**config.mk**
```make
export PLATFORM = sky130hd
export DESIGN_NAME = gb_frame_ctrl_flat
export DESIGN_NICKNAME = d
export VERILOG_FILES = /design/src/rtl/gb_frame_ctrl_if.sv /design/src/rtl/gb_frame_ctrl.sv /design/src/flat_wrapper.sv
export SDC_FILE = /design/constraint.sdc
export NUM_CORES = 1
export LEC_CHECK = 0
export BUFFER_PORTS_ARGS = -buffer_cell sky130_fd_sc_hd__buf_2
export CAP_MARGIN = 0
export CORE_MARGIN = 2
export CORE_UTILIZATION = 38
export CTS_CLUSTER_SIZE = 20
export DETAILED_ROUTE_END_ITERATION = 10
export GPL_ROUTABILITY_DRIVEN = 0
export PLACE_DENSITY = 0.6
export SETUP_SLACK_MARGIN = 0.05
export SLEW_MARGIN = 20
export SYNTH_ARGS = -nofsm -noshare
export SYNTH_HDL_FRONTEND = slang
export SYNTH_SLANG_ARGS = --single-unit
```
**constraint.sdc**
```tcl
create_clock -name ap_clk -period 2.2 [get_ports ap_clk]
set_input_delay 0.11 -clock ap_clk [delete_from_list [all_inputs] [get_ports ap_clk]]
set_output_delay 0.11 -clock ap_clk [all_outputs]
set_load 0.02 [all_outputs]
```
**src/rtl/gb_frame_ctrl_if.sv**
```systemverilog
// Bus bundle for gb_frame_ctrl: AXI-lite config write path, source and accelerator
// pixel streams, and the monitored result stream.
interface gb_frame_ctrl_if #(
    parameter int ADDR_W = 5,
    parameter int DATA_W = 32
);
    logic                  cfg_AWVALID;
    logic                  cfg_AWREADY;
    logic [ADDR_W-1:0]     cfg_AWADDR;
    logic                  cfg_WVALID;
    logic                  cfg_WREADY;
    logic [DATA_W-1:0]     cfg_WDATA;
    logic [DATA_W/8-1:0]   cfg_WSTRB;
    logic                  cfg_BVALID;
    logic                  cfg_BREADY;
    logic [1:0]            cfg_BRESP;
    logic [7:0]            src_TDATA;
    logic                  src_TVALID;
    logic                  src_TREADY;
    logic [7:0]            acc_TDATA;
    logic                  acc_TVALID;
    logic                  acc_TREADY;
    logic                  acc_TLAST;
    logic                  res_TVALID;
    logic                  res_TREADY;

    modport master (
        output cfg_AWVALID, cfg_AWADDR, cfg_WVALID, cfg_WDATA, cfg_WSTRB, cfg_BREADY,
        output src_TREADY, acc_TDATA, acc_TVALID, acc_TLAST,
        input  cfg_AWREADY, cfg_WREADY, cfg_BVALID, cfg_BRESP,
        input  src_TDATA, src_TVALID, acc_TREADY, res_TVALID, res_TREADY
    );

    modport slave (
        input  cfg_AWVALID, cfg_AWADDR, cfg_WVALID, cfg_WDATA, cfg_WSTRB, cfg_BREADY,
        input  src_TREADY, acc_TDATA, acc_TVALID, acc_TLAST,
        output cfg_AWREADY, cfg_WREADY, cfg_BVALID, cfg_BRESP,
        output src_TDATA, src_TVALID, acc_TREADY, res_TVALID, res_TREADY
    );
endinterface

```
**src/rtl/gb_frame_ctrl.sv**
```systemverilog
// Frame sequencer for the Gaussian-blur accelerator: kicks ap_start, gates one bounded
// input frame, counts result beats. Optional drain watchdog: GB_FRAME_CTRL_TIMEOUT_EN.
//
// state    | meaning
// S_IDLE   | waiting for start
// S_WR     | AXI-lite write of ap_start (AW and W independent)
// S_RESP   | waiting for write response
// S_STREAM | passing source pixels to the accelerator
// S_DRAIN  | input closed, waiting for remaining result beats
// S_DONE   | one-cycle done pulse
module gb_frame_ctrl #(
    parameter int ADDR_W      = 5,
    parameter int DATA_W      = 32,
    parameter int IN_PIX      = 316224,
    parameter int OUT_PIX     = 307200,
    parameter int CNT_W       = 19,
    parameter int TIMEOUT_CYC = 1024
) (
    input  logic            ap_clk,
    input  logic            ap_rst_n,
    input  logic            start,
    output logic            busy,
    output logic            done,
    output logic            err,
    gb_frame_ctrl_if.master bus
);
    typedef enum logic [2:0] {S_IDLE, S_WR, S_RESP, S_STREAM, S_DRAIN, S_DONE} state_t;

    localparam logic [CNT_W-1:0] IN_LAST = CNT_W'(IN_PIX - 1);
    localparam logic [CNT_W-1:0] OUT_LIM = CNT_W'(OUT_PIX);

    if (IN_PIX < 1 || OUT_PIX < 1 || IN_PIX > 2**CNT_W - 1 || OUT_PIX > 2**CNT_W - 1 ||
        TIMEOUT_CYC < 1 || TIMEOUT_CYC > 65535) begin : g_param_err
        $error("gb_frame_ctrl: illegal parameter combination");
    end

    state_t             state_q, state_d;
    logic               awvalid_q, awvalid_d;
    logic               wvalid_q, wvalid_d;
    logic               bready_q, bready_d;
    logic [CNT_W-1:0]   in_cnt_q, in_cnt_d;
    logic [CNT_W-1:0]   out_cnt_q, out_cnt_d;
    logic               err_q, err_d;
    logic               done_q, done_d;
    logic               busy_q, busy_d;
    logic               acc_hs, res_hs;
`ifdef GB_FRAME_CTRL_TIMEOUT_EN
    localparam logic [15:0] TO_LIM = 16'(TIMEOUT_CYC);
    logic [15:0]        idle_cnt_q, idle_cnt_d;
`endif

    always_comb begin
        state_d   = state_q;
        awvalid_d = awvalid_q;
        wvalid_d  = wvalid_q;
        bready_d  = bready_q;
        in_cnt_d  = in_cnt_q;
        out_cnt_d = out_cnt_q;
        err_d     = err_q;
`ifdef GB_FRAME_CTRL_TIMEOUT_EN
        idle_cnt_d = '0;
`endif
        acc_hs = (state_q == S_STREAM) && bus.src_TVALID && bus.acc_TREADY;
        res_hs = ((state_q == S_STREAM) || (state_q == S_DRAIN)) &&
                 bus.res_TVALID && bus.res_TREADY;

        // Result count saturates; any beat beyond the frame is an overrun.
        if (res_hs) begin
            if (out_cnt_q == OUT_LIM) err_d = 1'b1;
            else                      out_cnt_d = out_cnt_q + 1'b1;
        end

        case (state_q)
            S_IDLE: begin
                if (start) begin
                    state_d   = S_WR;
                    awvalid_d = 1'b1;
                    wvalid_d  = 1'b1;
                    err_d     = 1'b0;
                    in_cnt_d  = '0;
                    out_cnt_d = '0;
                end
            end
            S_WR: begin
                if (awvalid_q && bus.cfg_AWREADY) awvalid_d = 1'b0;
                if (wvalid_q && bus.cfg_WREADY)   wvalid_d  = 1'b0;
                if (!awvalid_d && !wvalid_d) begin
                    state_d  = S_RESP;
                    bready_d = 1'b1;
                end
            end
            S_RESP: begin
                if (bus.cfg_BVALID) begin
                    bready_d = 1'b0;
                    if (bus.cfg_BRESP == 2'b00) begin
                        state_d = S_STREAM;
                    end else begin
                        err_d   = 1'b1;
                        state_d = S_DONE;
                    end
                end
            end
            S_STREAM: begin
                if (acc_hs) begin
                    in_cnt_d = in_cnt_q + 1'b1;
                    if (in_cnt_q == IN_LAST) state_d = S_DRAIN;
                end
            end
            S_DRAIN: begin
                if (out_cnt_q == OUT_LIM) begin
                    state_d = S_DONE;
                end
`ifdef GB_FRAME_CTRL_TIMEOUT_EN
                else if (!res_hs) begin
                    idle_cnt_d = idle_cnt_q + 16'd1;
                    if (idle_cnt_d == TO_LIM) begin
                        err_d   = 1'b1;
                        state_d = S_DONE;
                    end
                end
`endif
            end
            S_DONE:  state_d = S_IDLE;
            default: state_d = S_IDLE;
        endcase

        done_d = (state_d == S_DONE);
        busy_d = (state_d != S_IDLE);
    end

    always_ff @(posedge ap_clk) begin
        if (!ap_rst_n) begin
            state_q   <= S_IDLE;
            awvalid_q <= 1'b0;
            wvalid_q  <= 1'b0;
            bready_q  <= 1'b0;
            in_cnt_q  <= '0;
            out_cnt_q <= '0;
            err_q     <= 1'b0;
            done_q    <= 1'b0;
            busy_q    <= 1'b0;
        end else begin
            state_q   <= state_d;
            awvalid_q <= awvalid_d;
            wvalid_q  <= wvalid_d;
            bready_q  <= bready_d;
            in_cnt_q  <= in_cnt_d;
            out_cnt_q <= out_cnt_d;
            err_q     <= err_d;
            done_q    <= done_d;
            busy_q    <= busy_d;
        end
    end

`ifdef GB_FRAME_CTRL_TIMEOUT_EN
    always_ff @(posedge ap_clk) begin
        if (!ap_rst_n) idle_cnt_q <= '0;
        else           idle_cnt_q <= idle_cnt_d;
    end
`endif

    assign busy = busy_q;
    assign done = done_q;
    assign err  = err_q;

    assign bus.cfg_AWVALID = awvalid_q;
    assign bus.cfg_AWADDR  = ADDR_W'(0);
    assign bus.cfg_WVALID  = wvalid_q;
    assign bus.cfg_WDATA   = DATA_W'(1);
    assign bus.cfg_WSTRB   = {(DATA_W/8){1'b1}};
    assign bus.cfg_BREADY  = bready_q;

    // Pixel path is a pure combinational gate; no skid buffer.
    assign bus.acc_TDATA  = bus.src_TDATA;
    assign bus.acc_TVALID = (state_q == S_STREAM) && bus.src_TVALID;
    assign bus.src_TREADY = (state_q == S_STREAM) && bus.acc_TREADY;
    assign bus.acc_TLAST  = (state_q == S_STREAM) && (in_cnt_q == IN_LAST);
endmodule

```
**src/flat_wrapper.sv**
```systemverilog
// flat-port wrapper written by rule: the top's interface ports become plain ports
module gb_frame_ctrl_flat 
#(
    parameter int ADDR_W      = 5,
    parameter int DATA_W      = 32,
    parameter int IN_PIX      = 316224,
    parameter int OUT_PIX     = 307200,
    parameter int CNT_W       = 19,
    parameter int TIMEOUT_CYC = 1024
)
  (ap_clk, ap_rst_n, start, busy, done, err, bus_cfg_AWVALID, bus_cfg_AWADDR, bus_cfg_WVALID, bus_cfg_WDATA, bus_cfg_WSTRB, bus_cfg_BREADY, bus_src_TREADY, bus_acc_TDATA, bus_acc_TVALID, bus_acc_TLAST, bus_cfg_AWREADY, bus_cfg_WREADY, bus_cfg_BVALID, bus_cfg_BRESP, bus_src_TDATA, bus_src_TVALID, bus_acc_TREADY, bus_res_TVALID, bus_res_TREADY);
  gb_frame_ctrl_if #(.ADDR_W(ADDR_W), .DATA_W(DATA_W)) bus_i ();
  input  logic ap_clk;
  input  logic ap_rst_n;
  input  logic start;
  output logic busy;
  output logic done;
  output logic err;
  output wire logic [$bits(bus_i.cfg_AWVALID)-1:0] bus_cfg_AWVALID;
  output wire logic [$bits(bus_i.cfg_AWADDR)-1:0] bus_cfg_AWADDR;
  output wire logic [$bits(bus_i.cfg_WVALID)-1:0] bus_cfg_WVALID;
  output wire logic [$bits(bus_i.cfg_WDATA)-1:0] bus_cfg_WDATA;
  output wire logic [$bits(bus_i.cfg_WSTRB)-1:0] bus_cfg_WSTRB;
  output wire logic [$bits(bus_i.cfg_BREADY)-1:0] bus_cfg_BREADY;
  output wire logic [$bits(bus_i.src_TREADY)-1:0] bus_src_TREADY;
  output wire logic [$bits(bus_i.acc_TDATA)-1:0] bus_acc_TDATA;
  output wire logic [$bits(bus_i.acc_TVALID)-1:0] bus_acc_TVALID;
  output wire logic [$bits(bus_i.acc_TLAST)-1:0] bus_acc_TLAST;
  input wire logic [$bits(bus_i.cfg_AWREADY)-1:0] bus_cfg_AWREADY;
  input wire logic [$bits(bus_i.cfg_WREADY)-1:0] bus_cfg_WREADY;
  input wire logic [$bits(bus_i.cfg_BVALID)-1:0] bus_cfg_BVALID;
  input wire logic [$bits(bus_i.cfg_BRESP)-1:0] bus_cfg_BRESP;
  input wire logic [$bits(bus_i.src_TDATA)-1:0] bus_src_TDATA;
  input wire logic [$bits(bus_i.src_TVALID)-1:0] bus_src_TVALID;
  input wire logic [$bits(bus_i.acc_TREADY)-1:0] bus_acc_TREADY;
  input wire logic [$bits(bus_i.res_TVALID)-1:0] bus_res_TVALID;
  input wire logic [$bits(bus_i.res_TREADY)-1:0] bus_res_TREADY;
  assign bus_cfg_AWVALID = bus_i.cfg_AWVALID;
  assign bus_cfg_AWADDR = bus_i.cfg_AWADDR;
  assign bus_cfg_WVALID = bus_i.cfg_WVALID;
  assign bus_cfg_WDATA = bus_i.cfg_WDATA;
  assign bus_cfg_WSTRB = bus_i.cfg_WSTRB;
  assign bus_cfg_BREADY = bus_i.cfg_BREADY;
  assign bus_src_TREADY = bus_i.src_TREADY;
  assign bus_acc_TDATA = bus_i.acc_TDATA;
  assign bus_acc_TVALID = bus_i.acc_TVALID;
  assign bus_acc_TLAST = bus_i.acc_TLAST;
  assign bus_i.cfg_AWREADY = bus_cfg_AWREADY;
  assign bus_i.cfg_WREADY = bus_cfg_WREADY;
  assign bus_i.cfg_BVALID = bus_cfg_BVALID;
  assign bus_i.cfg_BRESP = bus_cfg_BRESP;
  assign bus_i.src_TDATA = bus_src_TDATA;
  assign bus_i.src_TVALID = bus_src_TVALID;
  assign bus_i.acc_TREADY = bus_acc_TREADY;
  assign bus_i.res_TVALID = bus_res_TVALID;
  assign bus_i.res_TREADY = bus_res_TREADY;
  gb_frame_ctrl #(.ADDR_W(ADDR_W), .DATA_W(DATA_W), .IN_PIX(IN_PIX), .OUT_PIX(OUT_PIX), .CNT_W(CNT_W), .TIMEOUT_CYC(TIMEOUT_CYC)) u_core (.ap_clk(ap_clk), .ap_rst_n(ap_rst_n), .start(start), .busy(busy), .done(done), .err(err), .bus(bus_i));
endmodule
```
==> results.yml <==
global_route:
  overflow: 0
  grt_usage_pct: 12.9
  antenna_found_initial: 0
  grt_max_degree: 32
  grt_pass1_wl_um: 9120
  grt_pass1_vias: 2020
routing:
  drt_iter0_markers: 75
  drt.antenna.violating_nets: 0
  wl_per_cell_um: 11.7
  drcViolationCount: 0
  wl_um: 5360
  vias: 2235
  via_per_inst: 4.87
  drt-pass1-iter-count: 4
power_and_ir_drop:
  power.density_mw_per_mm2: 638
  ir_drop_mv: 0.283
  p_comb_share_pct: 18.5
  p_seq_share_pct: 47.6
  power_uw: 1930
  clockPowerShare_pct: 33.9
  p_leak_uw: 0.00109
  power.internal_uw: 1340
  switching_power_uw: 581
  p_sw_share_pct: 30.2
setup_path:
  critPathMaxFanout: 10
  worst_setup_path_end_kind: "register"
  critPathKind: "reg -> reg"
  worst_setup_path_start_kind: "register"
  required_ns: 2.40
  ff2ff_path_depth: 5
  cp.arrival_ns: 2.16
sta:
  fmax_ghz: 0.512
  period_minus_slack_ns: 1.95
  rsz0062_at_grt: "false"
  setup_tns_ns: 0
  tightest_slew_ns: 0.498
  setup_violations: 0
  hold_viol: 0
  skew_ns: 0.0153
  slew_headroom_pct: 66.5
  slew_violations: 0
  period_share_pct: 88.8
  fin_ws_ns: 0.246
synthesis:
  synth_area_leaders: "dfxtp_1, buf_4, xor2_1"
  async_flop_share_pct: 0
  yosysTopAreaCell: "dfxtp_1"
  synth_cells: 343
  ys_seq_area_share_pct: 32.9
  netlist_area_sq_mm: 0.00286
  ys_ff_latch: 47
  yosys_warnings: 0
  synth_edf_count: 0
  synth_top_area_share_pct: 32.9
  synth.top_cells.by_count: "buf_4, dfxtp_1, nor2_1"
  synth.most_common_cell: "buf_4"
  synth.avg_cell_area_sq_um: 8.35
  ys.flop_type: "dfxtp_1"
  post_synth_num_cell_types: 52
cells_and_area:
  multi_input_area_sq_mm: 0.00165
  nets: 382
  drive_gt1_share_pct: 13.1
  diodes: 0
  fill_cells: 746
  utilization_pct: 41.4
  final_cell_area_sq_mm: 0.00302
  regArea_sq_um: 941
  area_delta_synth_final_pct: 5.33
clocking:
  clockBufferDepth: 2
  cts_setup_buffers: 0
  clk_pin_slew_ns: 0.10
  cts_tree: "built"
  hold_buffers: 0
  clk-insertion-delay-late_ns: 0.30
  cts_sinks: 47
  cts_root_buf: "clkbuf_8"
  numCtsBuffers: 5
  cts.repair.resized: 0
  h-tree-depth: 2
die:
  die-width_um: 90.8
  rows: 31
  die_h_um: 90.8
  design.die.area_sq_mm: 0.00824
  initial_utilization_pct: 39.3
  core_sq_mm: 0.00729
  pin_count: 78
place:
  postPlaceCellArea_sq_mm: 0.00289
  port_buffers: 20
  dp_hpwl_um: 4100
  dp_slack_ns: 0.242
run_status:
  status: "finished clean"
min_path:
  hold_path_class: "in -> reg"
  hold_depth: 2
job:
  max_cap_violations: 0
-- sequential cells by signal, summed over array words and instances (netlist names) --
signal                  count
u_core.bus.cfg_AWVALID      1
u_core.bus.cfg_BREADY       1
u_core.bus.cfg_WVALID       1
u_core.busy                 1
u_core.done                 1
u_core.err                  1
u_core.in_cnt_q            19
u_core.out_cnt_q           19
u_core.state_q              3
-- layout make-up --
type	instances	area share (%)
clock buffers	5	2.28
clock inverters	3	1.54
inverters	6	0.747
multi-input cells	272	54.6
flip-flops and latches	47	31.2
well taps	99	4.11
repair buffers	27	5.48
-- worst max-delay path: stages (launching register included) --
cell and delay (ns):
dfxtp_1 0.41, or3b_2 0.61, a2111oi_4 0.47, nand3_1 0.16
xor2_1 0.16, nor2_1 0.05
-- power groups by stage --
stage          Combinational, uW  Clock (uW)  Sequential [uW]
2_1_floorplan                323           0              948
3_3_place_gp                 352           0              934
3_5_place_dp                 354           0              936
4_1_cts                      355         676              916
5_1_grt                      395         703              925
6_report                     357         653              916
-- routing by layer --
metal / GRT usage, % / up-vias / part of all wire, %
li1: - / 1135 / -
met1: 17.9 / 1039 / 49
met2: 21.0 / 53 / 46
met3: 2.50 / 8 / 5.1
met4: 2.53 / 0 / 0.54
met5: 0 / - / 0
-- placed cells by master, fill, tap and decap left out, drive strengths merged, types with 3 or more instances in the layout --
cell     Yosys  layout
buf         55      27
and3         9       9
nand3       14      14
nor4b        3       3
nor4         7       7
or3          3       3
nor3         3       3
nand2       26      26
dfxtp       47      47
xnor2        7       7
inv          6       7
clkbuf       2       5
xor2        24      24
o21ai       11      11
conb         2      41
and2         4       4
nand4       15      15
nor2        47      47
a211oi       4       4
nand3b       3       3
nor2b        4       4
a21oi       10      10
ha           3       3
a2111oi      3       3
o211ai       3       3
mux2i        3       3
-- per-stage QoR --
| step | std cells | hold slack, ns |
|---|---|---|
| CTS | 459 | 0.120 |
| floorplan | 382 | 0.232 |
| detailed placement | 451 | 0.220 |
| finish | 459 | 0.126 |
| global route | 459 | 0.120 |
| global placement | 451 | 0.220 |
-- final timing paths --
| check | end | slack, ns | from |
|---|---|---|---|
| hold / removal | u_core.bus.cfg_BREADY$_SDFFE_PN0P_ | 0.13 | ap_rst_n |
| setup / recovery | u_core.in_cnt_q[18]$_SDFFE_PN0P_ | 0.25 | u_core.state_q[1]$_SDFF_PN0_ |
| hold reg to reg | u_core.err$_SDFF_PN0_ | 0.49 | u_core.err$_SDFF_PN0_ |
| setup reg to reg | u_core.in_cnt_q[18]$_SDFFE_PN0P_ | 0.25 | u_core.state_q[1]$_SDFF_PN0_ |
-- cell families after synthesis --
group / Yosys count / synth area share [%]
other cells: 2 / 0.262
flops: 47 / 32.9
fa+ha+maj: 3 / 1.31
buf+inv: 63 / 15.0
mux: 3 / 1.05
xor+xnor: 31 / 9.48
simple gates: 150 / 26.9
compound gates: 44 / 13.1
(Power assumes the default switching activity.)
